===== src/rtl/memory_access_unit.sv =====
// rtl/memory_access_unit.sv - Memory-stage load/store unit with req/ack data port (optional MEM_TIMEOUT_EN)
module memory_access_unit #(
  parameter int DATA_WIDTH     = 32,
  parameter int TIMEOUT_CYCLES = 64
) (
  input  logic                  CLK,
  input  logic                  RST_N,
  input  logic                  ValidM,
  input  logic                  MemWriteM,
  input  logic                  MemReadM,
  input  logic [2:0]            Funct3M,
  input  logic [DATA_WIDTH-1:0] ALUResultM,
  input  logic [DATA_WIDTH-1:0] WriteDataM,
  output logic                  DmemReq,
  output logic                  DmemWe,
  output logic [DATA_WIDTH-1:0] DmemAddr,
  output logic [DATA_WIDTH-1:0] DmemWData,
  output logic [3:0]            DmemByteEn,
  input  logic                  DmemAck,
  input  logic [DATA_WIDTH-1:0] DmemRData,
  output logic [DATA_WIDTH-1:0] LoadDataM,
  output logic                  StallM,
  output logic                  MisalignM,
  output logic                  BusErrM
);

  typedef enum logic [1:0] {IDLE = 2'd0, BUSY = 2'd1, DONE = 2'd2} state_t;

  state_t                r_state, w_next;
  logic                  r_req, r_we, r_misalign;
  logic [DATA_WIDTH-1:0] r_addr, r_wdata, r_load;
  logic [3:0]            r_be;
  logic [2:0]            r_f3;
  logic [1:0]            r_off;

  logic                  w_access, w_store, w_illegal, w_misal, w_fault, w_go, w_timeout;
  logic [3:0]            w_be;
  logic [DATA_WIDTH-1:0] w_wdata, w_load_ext;
  logic [7:0]            w_byte;
  logic [15:0]           w_half;
  logic                  w_unused_cfg;

  // Access decode: a store takes priority when both read and write are flagged
  assign w_access = ValidM & (MemReadM | MemWriteM);
  assign w_store  = MemWriteM;
  assign w_illegal = w_store ? (Funct3M[2] | (Funct3M[1:0] == 2'b11))
                             : ((Funct3M == 3'b011) | (Funct3M == 3'b110) | (Funct3M == 3'b111));
  assign w_misal  = ((Funct3M[1:0] == 2'b01) & ALUResultM[0]) |
                    ((Funct3M[1:0] == 2'b10) & (ALUResultM[1:0] != 2'b00));
  assign w_fault  = w_access & (w_illegal | w_misal);
  assign w_go     = (r_state == IDLE) & w_access & ~w_fault;
  assign w_unused_cfg = (TIMEOUT_CYCLES != 0);

  // Byte-lane enables and replicated store data for the requested size
  always_comb begin
    w_be    = 4'b1111;
    w_wdata = WriteDataM;
    case (Funct3M[1:0])
      2'b00: begin
        w_be    = 4'b0001 << ALUResultM[1:0];
        w_wdata = {4{WriteDataM[7:0]}};
      end
      2'b01: begin
        w_be    = 4'b0011 << ALUResultM[1:0];
        w_wdata = {2{WriteDataM[15:0]}};
      end
      default: begin
        w_be    = 4'b1111;
        w_wdata = WriteDataM;
      end
    endcase
  end

  // Lane select and sign/zero extension of the returned read word
  always_comb begin
    w_byte     = DmemRData[8*r_off +: 8];
    w_half     = r_off[1] ? DmemRData[31:16] : DmemRData[15:0];
    w_load_ext = DmemRData;
    case (r_f3)
      3'b000:  w_load_ext = {{24{w_byte[7]}}, w_byte};
      3'b100:  w_load_ext = {24'd0, w_byte};
      3'b001:  w_load_ext = {{16{w_half[15]}}, w_half};
      3'b101:  w_load_ext = {16'd0, w_half};
      default: w_load_ext = DmemRData;
    endcase
  end

`ifdef MEM_TIMEOUT_EN
  logic [7:0] r_cnt;
  logic       r_buserr;

  assign w_timeout = (r_state == BUSY) & ~DmemAck & (r_cnt == 8'(TIMEOUT_CYCLES - 1));
  assign BusErrM   = r_buserr;

  // BUSY-cycle counter and one-cycle bus error pulse on expiry
  always_ff @(posedge CLK or negedge RST_N) begin
    if (!RST_N) begin
      r_cnt    <= 8'd0;
      r_buserr <= 1'b0;
    end else begin
      r_buserr <= w_timeout;
      if (w_go)
        r_cnt <= 8'd0;
      else if (r_state == BUSY)
        r_cnt <= r_cnt + 8'd1;
    end
  end
`else
  assign w_timeout = 1'b0;
  assign BusErrM   = 1'b0;
`endif

  // FSM state register
  always_ff @(posedge CLK or negedge RST_N) begin
    if (!RST_N) r_state <= IDLE;
    else        r_state <= w_next;
  end

  // FSM next-state: DONE always returns to IDLE so the held op is not re-issued
  always_comb begin
    w_next = r_state;
    case (r_state)
      IDLE:    if (w_go) w_next = BUSY;
      BUSY:    if (DmemAck | w_timeout) w_next = DONE;
      DONE:    w_next = IDLE;
      default: w_next = IDLE;
    endcase
  end

  // FSM outputs: stall from accept through the last BUSY cycle, never during reset
  always_comb begin
    StallM = 1'b0;
    case (r_state)
      IDLE:    StallM = w_go;
      BUSY:    StallM = 1'b1;
      default: StallM = 1'b0;
    endcase
    StallM = StallM & RST_N;
  end

  // Request/data registers: captured on accept, held through BUSY
  always_ff @(posedge CLK or negedge RST_N) begin
    if (!RST_N) begin
      r_req      <= 1'b0;
      r_we       <= 1'b0;
      r_addr     <= '0;
      r_wdata    <= '0;
      r_be       <= 4'b0000;
      r_f3       <= 3'b000;
      r_off      <= 2'b00;
      r_load     <= '0;
      r_misalign <= 1'b0;
    end else begin
      r_misalign <= (r_state == IDLE) & w_fault;
      if (w_go) begin
        r_req   <= 1'b1;
        r_we    <= w_store;
        r_addr  <= {ALUResultM[DATA_WIDTH-1:2], 2'b00};
        r_wdata <= w_wdata;
        r_be    <= w_be;
        r_f3    <= Funct3M;
        r_off   <= ALUResultM[1:0];
      end else if (r_state == BUSY) begin
        if (DmemAck) begin
          r_req <= 1'b0;
          if (!r_we) r_load <= w_load_ext;
        end else if (w_timeout) begin
          r_req <= 1'b0;
        end
      end
    end
  end

  assign DmemReq    = r_req;
  assign DmemWe     = r_we;
  assign DmemAddr   = r_addr;
  assign DmemWData  = r_wdata;
  assign DmemByteEn = r_be;
  assign LoadDataM  = r_load;
  assign MisalignM  = r_misalign;

endmodule


===== config.mk =====
export PLATFORM = sky130hd
export DESIGN_NAME = memory_access_unit
export DESIGN_NICKNAME = d
export VERILOG_FILES = /design/src/rtl/memory_access_unit.sv
export SDC_FILE = /design/constraint.sdc
export NUM_CORES = 1
export LEC_CHECK = 0
export ABC_AREA = 1
export CORE_AREA = 2 2 146 148
export CTS_CLUSTER_SIZE = 20
export DETAILED_ROUTE_END_ITERATION = 10
export DIE_AREA = 0 0 148 150
export GPL_TIMING_DRIVEN = 1
export PLACE_DENSITY = 0.56
export SLEW_MARGIN = 20
export SYNTH_ARGS = -nofsm -noshare
export SYNTH_HDL_FRONTEND = slang
export SYNTH_SLANG_ARGS = --single-unit

===== constraint.sdc =====
create_clock -name CLK -period 1.4 [get_ports CLK]
set_input_delay 0.28 -clock CLK [delete_from_list [all_inputs] [get_ports CLK]]
set_output_delay 0.28 -clock CLK [all_outputs]
set_load 0.02 [all_outputs]

==> impl_metrics.csv, run 1 <==
group,metric,value,unit
clock_network,clk_transition_reported_paths,0.08,ns
global_routing,first_global_vias,4910,
critical_path,r2r_worst_path_depth,11,
sta,clock-skew-final,0.00808,ns
clock_network,clock_tree_from_tritoncts,"done",
power,vdd_drop_max,0.000662,V
power,clock_power_share,21.4,%
critical_path,cp.required,1.12,ns
status,result_of_the_run,"complete, but fails checks",
min_path,worst_hold_path_type,"in2reg",
placement,dp_worst_setup_slack,-0.903,ns
clock_network,clock_path_buffers,2,
critical_path,timing_worst_setup_path_type,"reg2out",
floorplan,floorplan.die.width,148,µm
critical_path,crit_start,"r_state[1]",
clock_network,clock-sinks,108,
min_path,holdCritStartpoint,"MemWriteM",
clock_network,clock_latency_at_the_later_pin_of_the_worst_skew_pair,0.35,ns
placement,dp.final_hpwl,12.3,mm
logic_synthesis,synth.lib_cells_used.distinct,27,
routing,wl,20.0,mm
critical_path,r2r-start,"r_state[1]",
power,power_switching,5.30,mW
placement,place.detailed.instances,1154,
critical_path,timing.critical_path.fanout_max,2,
sta,post-route-min-period,1.73,ns
floorplan,dieArea,22200,µm²
critical_path,r2r-end,"LoadDataM[14]",
logic_synthesis,synthesis.area,5100,µm²
sta,final-max-slew-violation-count,0,
sta,highest_attainable_clock_frequency,579,MHz
routing,detailed_route_via_count,5365,
final_layout,num-nets-final,1026,
routing,drc,0,
critical_path,worst-endpoint-arrival,1.45,ns
logic_synthesis,synth_cells,661,
global_routing,global_route.overflow_total,0,
critical_path,critical_path_end_type,"primary output",
power,power_per_cell_area,1560,nW/µm²
sta,final_setup_violation_count,105,
global_routing,pin_count_of_the_biggest_net_entering_global_routing,108,
routing,vias_per_cell,4.46,
routing,antenna_viol_nets_final,0,
final_layout,layout-drive-gt1-share,15.1,%
critical_path,critical_path.startpoint_type,"register",
power,combinationalPowerShare,43.4,%
global_routing,globalRouteTotalUtil,15.7,%
power,power.switching_fraction,39.1,%
power,power.share.sequential,35.2,%
sta,timing.final.crit_share,123,%
routing,firstDrtPassIters,5,
clock_network,cts-buffers-inserted,9,
logic_synthesis,synth_area_per_cell,7.72,µm²
sta,whs,0.253,ns
global_routing,grt_pass1_wl,27.1,mm
sta,slew_headroom,56.3,%
final_layout,p_r_area_growth_vs_syn,70.4,%
global_routing,grt_antenna_before_repair,3,
critical_path,minimum_setup_slack_among_reg_to_reg_paths,-0.27,ns
floorplan,start_util,24.7,%
power,p_leak,4.52,nW
routing,detailedRoute.firstIterationViolations,224,
status,violations,"negative setup slack",
placement,gp_congestion,0.871,
power,internal-power,8.25,mW
final_layout,instances_no_fill,1202,
sta,fin_ws,-0.326,ns
placement,portBuffers,206,
run,drv.max_cap_violation_count,0,
logic_synthesis,ys.warnings.count,0,
floorplan,dieHeight,150,µm
min_path,hold_depth,2,
logic_synthesis,sequential_area_share_after_synthesis,53.0,%
floorplan,boundaryPins,210,
sta,timing.final.hold_violations,0,
final_layout,final_cell_area,8690,µm²
placement,postPlaceCellArea,7770,µm²
floorplan,design.core.area,20700,µm²
min_path,hold_path_end,"DmemWe",
routing,post_drt_wl_per_cell,16.6,µm
floorplan,placement_rows,53,
sta,grt_setup_unrepaired,"yes",
clock_network,cts-root-buf,"sky130_fd_sc_hd__clkbuf_16",
logic_synthesis,synth-seq-cells,108,
clock_network,cts-htree-levels,3,
power,p_total,13.6,mW
sta,worst_slew_pin_slew,0.655,ns
[cell usage in the layout (no fill, tap or decap), types with 2 or more instances in the layout]
cell type | netlist | layout
sky130_fd_sc_hd__dlygate4sd2_1 | 0 | 86
sky130_fd_sc_hd__nor2_4 | 2 | 5
sky130_fd_sc_hd__o22ai_1 | 6 | 6
sky130_fd_sc_hd__o21ai_0 | 24 | 15
sky130_fd_sc_hd__or2_2 | 11 | 11
sky130_fd_sc_hd__buf_4 | 7 | 43
sky130_fd_sc_hd__buf_6 | 0 | 11
sky130_fd_sc_hd__clkdlybuf4s15_1 | 0 | 14
sky130_fd_sc_hd__o211ai_1 | 11 | 11
sky130_fd_sc_hd__clkdlybuf4s50_1 | 0 | 98
sky130_fd_sc_hd__nand2_2 | 0 | 13
sky130_fd_sc_hd__nand3_1 | 38 | 38
sky130_fd_sc_hd__nand3_4 | 1 | 2
sky130_fd_sc_hd__buf_16 | 0 | 2
sky130_fd_sc_hd__bufinv_16 | 0 | 2
sky130_fd_sc_hd__nor2_1 | 18 | 13
sky130_fd_sc_hd__dfrtp_1 | 108 | 108
sky130_fd_sc_hd__nor2_2 | 2 | 4
sky130_fd_sc_hd__a21boi_0 | 3 | 2
sky130_fd_sc_hd__inv_2 | 3 | 3
sky130_fd_sc_hd__o21ai_1 | 11 | 19
sky130_fd_sc_hd__conb_1 | 1 | 3
sky130_fd_sc_hd__clkbuf_16 | 0 | 21
sky130_fd_sc_hd__buf_12 | 0 | 11
sky130_fd_sc_hd__dlymetal6s2s_1 | 0 | 5
sky130_fd_sc_hd__inv_1 | 14 | 13
sky130_fd_sc_hd__nand2_1 | 340 | 326
sky130_fd_sc_hd__a21oi_1 | 23 | 23
sky130_fd_sc_hd__inv_6 | 0 | 2
[through the flow]
step,utilization [%],setup TNS [ns]
floorplan,-,0
global placement,37.6,-76.26
detailed placement,37.6,-79.19
CTS,38.7,-24.88
global route,42.0,-34.49
finish,42.0,-25.47
[area by class of cell]
class | instances | area [µm²]
Antenna cell | 1 | 2.50
Clock buffer | 10 | 239
Clock inverter | 6 | 93.8
Fill cell | 2158 | 12000
Inverter | 17 | 80.1
Multi-Input combinational cell | 500 | 2240
Sequential cell | 108 | 2700
Tap cell | 275 | 344
Timing Repair Buffer | 285 | 2990
[cells by family after synthesis]
group / share of synthesized area [%]
buffers and inverters: 5.00
AOI/OAI and AO/OA: 8.78
and+or+nand+nor: 33.2
DFF: 53.0
other: 0.0735
[state kept, by name, indices dropped and copies added, names as in the netlist]
| name | count |
|---|---|
| DmemWData | 32 |
| LoadDataM | 32 |
| DmemAddr | 30 |
| DmemByteEn | 4 |
| r_f3 | 3 |
| r_off | 2 |
| r_state | 2 |
| DmemReq | 1 |
| DmemWe | 1 |
| MisalignM | 1 |
[cells in the mapped netlist]
cell / number / area, µm²
sky130_fd_sc_hd__a21boi_0: 3 / 22.5
sky130_fd_sc_hd__a21oi_1: 23 / 115
sky130_fd_sc_hd__buf_1: 1 / 3.75
sky130_fd_sc_hd__buf_2: 18 / 90.1
sky130_fd_sc_hd__buf_4: 7 / 52.6
sky130_fd_sc_hd__clkbuf_1: 12 / 45.0
sky130_fd_sc_hd__conb_1: 1 / 3.75
sky130_fd_sc_hd__dfrtp_1: 108 / 2700
sky130_fd_sc_hd__inv_1: 14 / 52.6
sky130_fd_sc_hd__inv_2: 3 / 11.3
sky130_fd_sc_hd__nand2_1: 340 / 1280
sky130_fd_sc_hd__nand3_1: 38 / 190
sky130_fd_sc_hd__nand3_2: 2 / 20.0
sky130_fd_sc_hd__nand3_4: 1 / 17.5
sky130_fd_sc_hd__nand3b_1: 1 / 7.51
sky130_fd_sc_hd__nand4_1: 1 / 6.26
sky130_fd_sc_hd__nor2_1: 18 / 67.6
sky130_fd_sc_hd__nor2_2: 2 / 12.5
sky130_fd_sc_hd__nor2_4: 2 / 22.5
sky130_fd_sc_hd__nor3_1: 1 / 5.00
sky130_fd_sc_hd__o211ai_1: 11 / 82.6
sky130_fd_sc_hd__o21a_1: 1 / 7.51
sky130_fd_sc_hd__o21ai_0: 24 / 120
sky130_fd_sc_hd__o21ai_1: 11 / 55.1
sky130_fd_sc_hd__o22ai_1: 6 / 37.5
sky130_fd_sc_hd__o31ai_1: 1 / 7.51
sky130_fd_sc_hd__or2_2: 11 / 68.8
[power by group through the flow]
stage / clock (mW) / combinational (mW) / sequential [mW]
final: 2.91 / 5.88 / 4.77
after global routing: 3.15 / 6.40 / 4.91
after CTS: 3.01 / 5.61 / 4.76
after detailed placement: 0 / 6.29 / 4.83
after global placement: 0 / 6.24 / 4.85
after floorplan: 0 / 1.79 / 6.01
[routing by layer]
metal | global-route usage (%) | vias up | wire length (µm)
li1 | - | 2627 | -
met1 | 21.0 | 2475 | 8450
met2 | 23.6 | 229 | 9120
met3 | 5.61 | 30 | 2040
met4 | 5.00 | 4 | 340
met5 | 0 | - | 21
[worst max-delay path, stage by stage (launching register included)]
cell and delay (ns):
sky130_fd_sc_hd__dfrtp_1 0.39, sky130_fd_sc_hd__nor2_2 0.13, sky130_fd_sc_hd__nand2_2 0.08, sky130_fd_sc_hd__nor2_4 0.13, sky130_fd_sc_hd__nand3_4 0.09, sky130_fd_sc_hd__a21boi_4 0.14
sky130_fd_sc_hd__buf_6 0.13
[how the worst max path moves through the flow]
stage | end | slack [ns] | depth (start not counted)
4_1_cts | LoadDataM[16] | -0.37 | 11
6_report | StallM | -0.33 | 6
3_5_place_dp | DmemWData[9] | -0.90 | 7
3_3_place_gp | StallM | -0.87 | 8
2_1_floorplan | StallM | 0.004 | 6
5_1_grt | StallM | -0.41 | 6
[what timing repair did]
item / in CTS / in global routing
setup endpoints to repair: 206 / 120
gates resized for setup: 113 / 77
buffers inserted: 0 / 11
hold buffers: 1 / 0
hold endpoints to repair: 1 / 0
pin swaps: 0 / 6
gates cloned: 0 / 20
Note: power is estimated with default switching activity, not from simulation.
==> run 2, diff against run 1 <==
--- a/config.mk
+++ b/config.mk
@@ -11,7 +11,7 @@
 export DETAILED_ROUTE_END_ITERATION = 10
 export DIE_AREA = 0 0 148 150
 export GPL_TIMING_DRIVEN = 1
-export PLACE_DENSITY = 0.56
+export PLACE_DENSITY = 0.54
 export SLEW_MARGIN = 20
 export SYNTH_ARGS = -nofsm -noshare
 export SYNTH_HDL_FRONTEND = slang
==> constraint.sdc (replaced) <==
create_clock -name CLK -period 2.2 [get_ports CLK]
set_input_delay 0.44 -clock CLK [delete_from_list [all_inputs] [get_ports CLK]]
set_output_delay 0.44 -clock CLK [all_outputs]
set_load 0.02 [all_outputs]
==> impl_metrics.csv, run 2 (same netlist as run 1, synthesis figures left out) <==
group,metric,value,unit
status,result_of_the_run,"complete, no violations",
critical_path,timing.critical_path.fanout_max,5,
final_layout,final_cell_area,7910,µm²
sta,highest_attainable_clock_frequency,482,MHz
power,p_total,8.52,mW
global_routing,grt_antenna_before_repair,1,
power,power_per_cell_area,1080,nW/µm²
final_layout,p_r_area_growth_vs_syn,55.0,%
critical_path,crit_path_cell_trace,"clkdlybuf4s50_1, nor2_1, nor2_1, buf_4, nand3_4, a21boi_2, buf_4",
routing,detailed_route_via_count,5021,
clock_network,cts-root-buf,"sky130_fd_sc_hd__clkbuf_16",
final_layout,postLayoutCoreUtil,38.2,%
clock_network,clock_tree_from_tritoncts,"done",
sta,clock-skew-final,0.00854,ns
critical_path,timing_worst_setup_path_type,"in2out",
sta,fin_ws,0.127,ns
routing,firstDrtPassIters,4,
critical_path,critical_path_end_type,"primary output",
sta,slew_headroom,59.4,%
placement,gp_congestion,0.861,
sta,whs,0.174,ns
final_layout,final_common_cell,"sky130_fd_sc_hd__nand2_1",
final_layout,num-nets-final,977,
critical_path,r2r-start,"r_state[1]",
final_layout,layout-drive-gt1-share,8.21,%
global_routing,pin_count_of_the_biggest_net_entering_global_routing,109,
routing,detailedRoute.firstIterationViolations,240,
sta,final_total_negative_setup_slack,0,ns
critical_path,r2r_worst_path_depth,10,
clock_network,cts-htree-levels,3,
global_routing,first_global_vias,4790,
floorplan,boundaryPins,210,
critical_path,crit_path_top_delay_cell,"sky130_fd_sc_hd__clkdlybuf4s50_1",
critical_path,cp.required,1.76,ns
placement,dp.final_hpwl,12.5,mm
final_layout,antenna-diode-count,0,
power,vdd_drop_max,0.000374,V
global_routing,global_route.overflow_total,0,
sta,timing.final.hold_violations,0,
critical_path,critical_path.startpoint_type,"input pin",
critical_path,worst-endpoint-arrival,1.63,ns
min_path,worst_hold_path_type,"in2async",
run,drv.max_cap_violation_count,0,
critical_path,worstPathBufferInverterCount,3,
routing,wl,17.1,mm
critical_path,worstSetupPathDepth,7,
routing,post_drt_wl_per_cell,14.8,µm
placement,place.detailed.instances,1136,
floorplan,floorplan.die.width,148,µm
final_layout,mostFrequentLayoutCells,"339 x sky130_fd_sc_hd__nand2_1, 202 x sky130_fd_sc_hd__clkdlybuf4s50_1, 108 x sky130_fd_sc_hd__dfrtp_1",
critical_path,minimum_setup_slack_among_reg_to_reg_paths,0.48,ns
placement,dp_worst_setup_slack,-0.203,ns
floorplan,start_util,24.7,%
sta,post-route-min-period,2.07,ns
critical_path,setup.worst_path.end,"StallM",
placement,portBuffers,206,
routing,vias_per_cell,4.36,
clock_network,clock_path_buffers,2,
final_layout,instances_no_fill,1152,
sta,final-max-slew-violation-count,0,
placement,postPlaceCellArea,7610,µm²
routing,antenna_viol_nets_final,0,
sta,worst_slew_pin_slew,0.609,ns
clock_network,clk_transition_reported_paths,0.08,ns
clock_network,cts-buffers-inserted,9,
floorplan,dieArea,22200,µm²
routing,drc,0,
critical_path,critical_path.top_delay_family,"buffers and inverters",
floorplan,design.core.area,20700,µm²
critical_path,crit_start,"MemReadM",
sta,final_setup_violation_count,0,
global_routing,globalRouteTotalUtil,15.5,%
clock_network,clock_latency_at_the_later_pin_of_the_worst_skew_pair,0.35,ns
sta,grt_setup_unrepaired,"no",
floorplan,placement_rows,53,
power,p_leak,3.81,nW
floorplan,dieHeight,150,µm
global_routing,grt_pass1_wl,26.9,mm
clock_network,clock-sinks,108,
sta,timing.final.crit_share,94.2,%
critical_path,cp_slowest_stage_delay,0.48,ns
critical_path,r2r-end,"LoadDataM[14]",
-- run 2: cell type report --
cell class | instances | area [µm²]
clock buffer | 9 | 225
multi-input combinational | 500 | 2160
tap | 275 | 344
sequential | 108 | 2700
inverter | 17 | 63.8
timing repair buffer | 236 | 2350
clock inverter | 7 | 66.3
fill | 2157 | 12800
-- run 2: worst min path at each step --
stage | cells after the start | startpoint | endpoint
3_5_place_dp | 2 | DmemAddr[31] | DmemAddr[31]
4_1_cts | 2 | RST_N | DmemAddr[26]
5_1_grt | 2 | RST_N | LoadDataM[2]
3_3_place_gp | 2 | DmemAddr[21] | DmemAddr[21]
2_1_floorplan | 0 | RST_N | DmemAddr[10]
6_report | 2 | RST_N | LoadDataM[2]
-- run 2: per-layer routing --
layer  routed length, µm  track usage (%)  up-vias
li1                    -                -     2525
met4                 144             3.00        2
met1                7780             21.3     2280
met2                7340             23.1      201
met3                1790             6.37       13
met5                  13                0        -
-- run 2: power breakdown --
group          internal (mW)  leakage, nW  total (mW)  switching, mW
Sequential              2.65         1.37        3.06          0.416
Clock                  0.803        0.145        1.64          0.835
Combinational           1.78         2.29        3.82           2.04
Total                   5.23         3.81        8.52           3.29
-- run 2: what timing repair did --
item | in CTS | in global routing
pin swaps | 0 | 1
buffers inserted | 0 | 0
resized for setup | 3 | 3
hold buffers | 0 | 0
endpoints found under the setup margin | 1 | 1
==> run 3, diff against run 2 <==
--- a/config.mk
+++ b/config.mk
@@ -7,6 +7,7 @@
 export LEC_CHECK = 0
 export ABC_AREA = 1
 export CORE_AREA = 2 2 146 148
+export CTS_BUF_LIST = sky130_fd_sc_hd__clkbuf_8
 export CTS_CLUSTER_SIZE = 20
 export DETAILED_ROUTE_END_ITERATION = 10
 export DIE_AREA = 0 0 148 150
==> impl_metrics.csv, run 3 (same netlist as run 1, synthesis figures left out) <==
group,metric,value,unit
placement,place.detailed.instances,1136,
final_layout,layout-drive-gt1-share,8.74,%
sta,slew_headroom,59.2,%
final_layout,final_common_cell,"sky130_fd_sc_hd__nand2_1",
final_layout,postLayoutCoreUtil,37.9,%
status,result_of_the_run,"complete, no violations",
run,drv.max_cap_violation_count,0,
placement,gp_congestion,0.861,
power,power.switching_fraction,40.0,%
sta,timing.final.crit_share,94.5,%
clock_network,clock-sinks,108,
critical_path,crit_path_top_delay_cell,"sky130_fd_sc_hd__clkdlybuf4s50_1",
floorplan,dieArea,22200,µm²
critical_path,worstPathBufferInverterCount,2,
sta,final-max-slew-violation-count,0,
sta,post-route-min-period,2.08,ns
power,power_switching,3.26,mW
sta,whs,0.121,ns
power,power_per_cell_area,1040,nW/µm²
routing,firstDrtPassIters,4,
global_routing,grt_antenna_before_repair,1,
final_layout,final_cell_area,7850,µm²
sta,final_setup_violation_count,0,
critical_path,crit_path_cell_trace,"clkdlybuf4s50_1, nor2_2, nand2_1, nand2_2, nand3_4, a21boi_2, buf_6",
floorplan,boundaryPins,210,
power,combinationalPowerShare,47.1,%
critical_path,worst-endpoint-arrival,1.64,ns
floorplan,placement_rows,53,
global_routing,first_global_vias,4815,
placement,dp.final_hpwl,12.5,mm
placement,postPlaceCellArea,7610,µm²
routing,wl,17.2,mm
floorplan,design.core.area,20700,µm²
clock_network,clk_transition_reported_paths,0.11,ns
routing,drc,0,
sta,worst_slew_pin_slew,0.613,ns
power,vdd_drop_max,0.000373,V
sta,timing.final.hold_violations,0,
final_layout,antenna-diode-count,0,
final_layout,num-nets-final,981,
global_routing,pin_count_of_the_biggest_net_entering_global_routing,109,
sta,highest_attainable_clock_frequency,481,MHz
critical_path,timing.critical_path.fanout_max,4,
power,clock_power_share,15.3,%
critical_path,critical_path.top_delay_family,"buffers and inverters",
clock_network,cts-buffers-inserted,9,
floorplan,start_util,24.7,%
clock_network,clock_path_buffers,2,
final_layout,fillCellCount,2167,
critical_path,timing_worst_setup_path_type,"in2out",
critical_path,critical_path.startpoint_type,"input pin",
routing,detailedRoute.firstIterationViolations,241,
sta,clock-skew-final,0.0134,ns
min_path,worst_hold_path_type,"in2async",
clock_network,clock_tree_from_tritoncts,"done",
placement,portBuffers,206,
clock_network,cts-root-buf,"sky130_fd_sc_hd__clkbuf_8",
floorplan,dieHeight,150,µm
global_routing,globalRouteTotalUtil,15.6,%
final_layout,instances_no_fill,1156,
clock_network,clock_latency_at_the_later_pin_of_the_worst_skew_pair,0.39,ns
power,internal-power,4.88,mW
global_routing,global_route.overflow_total,0,
global_routing,grt_pass1_wl,27.0,mm
final_layout,mostFrequentLayoutCells,"339 x sky130_fd_sc_hd__nand2_1, 202 x sky130_fd_sc_hd__clkdlybuf4s50_1, 108 x sky130_fd_sc_hd__dfrtp_1",
routing,post_drt_wl_per_cell,14.9,µm
floorplan,floorplan.die.width,148,µm
critical_path,critical_path_end_type,"primary output",
routing,antenna_viol_nets_final,0,
routing,detailed_route_via_count,5042,
final_layout,p_r_area_growth_vs_syn,53.7,%
power,power.share.sequential,37.6,%
sta,final_total_negative_setup_slack,0,ns
routing,vias_per_cell,4.36,
critical_path,cp_slowest_stage_delay,0.47,ns
clock_network,cts-htree-levels,3,
critical_path,cp.required,1.76,ns
power,p_leak,3.78,nW
run 3: changes by cell type in the layout (fill, tap and decap cells not counted), sizes merged:
cell,before,now
buf,32,36
run 3: power by group through the flow:
stage                     clock network [mW]  logic, mW  registers (mW)
final                                   1.24       3.83            3.06
after global routing                    1.38       4.19            3.15
after CTS                               1.32       3.88            3.06
after detailed placement                   0       3.87            3.08
after global placement                     0       3.83            3.11
after floorplan                            0       1.13            3.82
run 3: worst paths after layout:
check	to	from	cells past startpoint	slack [ns]
hold / removal	LoadDataM[2]	RST_N	2	0.12
hold reg to reg	DmemAddr[17]	DmemAddr[17]	2	0.49
max in group asynchronous	DmemWData[26]	RST_N	2	1.61
setup reg to reg	LoadDataM[14]	r_state[0]	11	0.37
setup / recovery	StallM	ALUResultM[0]	7	0.12
min in group CLK	DmemWe	MemWriteM	2	0.38
run 3: final cells by class:
cell class	count	area (µm²)	area share (%)
clock buffer	9	124	1.58
clock inverter	7	66.3	0.845
timing repair buffer	240	2380	30.3
sequential	108	2700	34.4
multi-input combinational	500	2160	27.6
inverter	17	63.8	0.813
tap	275	344	4.39
run 3: metrics by stage:
step           total power [mW]  worst slack [ns]
2_1_floorplan              4.96             0.259
3_3_place_gp               6.93            -0.172
3_5_place_dp               6.95            -0.203
4_1_cts                    8.26            0.0253
5_1_grt                    8.72          -0.00572
6_report                   8.13             0.121
run 3: repair_timing:
| item | 4_1_cts | 5_1_grt |
|---|---|---|
| gates resized for setup | 3 | 5 |
| pin swaps | 0 | 2 |
| hold buffers | 0 | 0 |
| setup buffers | 0 | 4 |
| endpoints found under the setup margin | 1 | 1 |
run 3: per-layer routing:
layer	routed length (µm)	GRT usage (%)
met3	1720	5.82
met1	7840	21.3
met4	229	4.43
met2	7370	23.2
met5	13	0
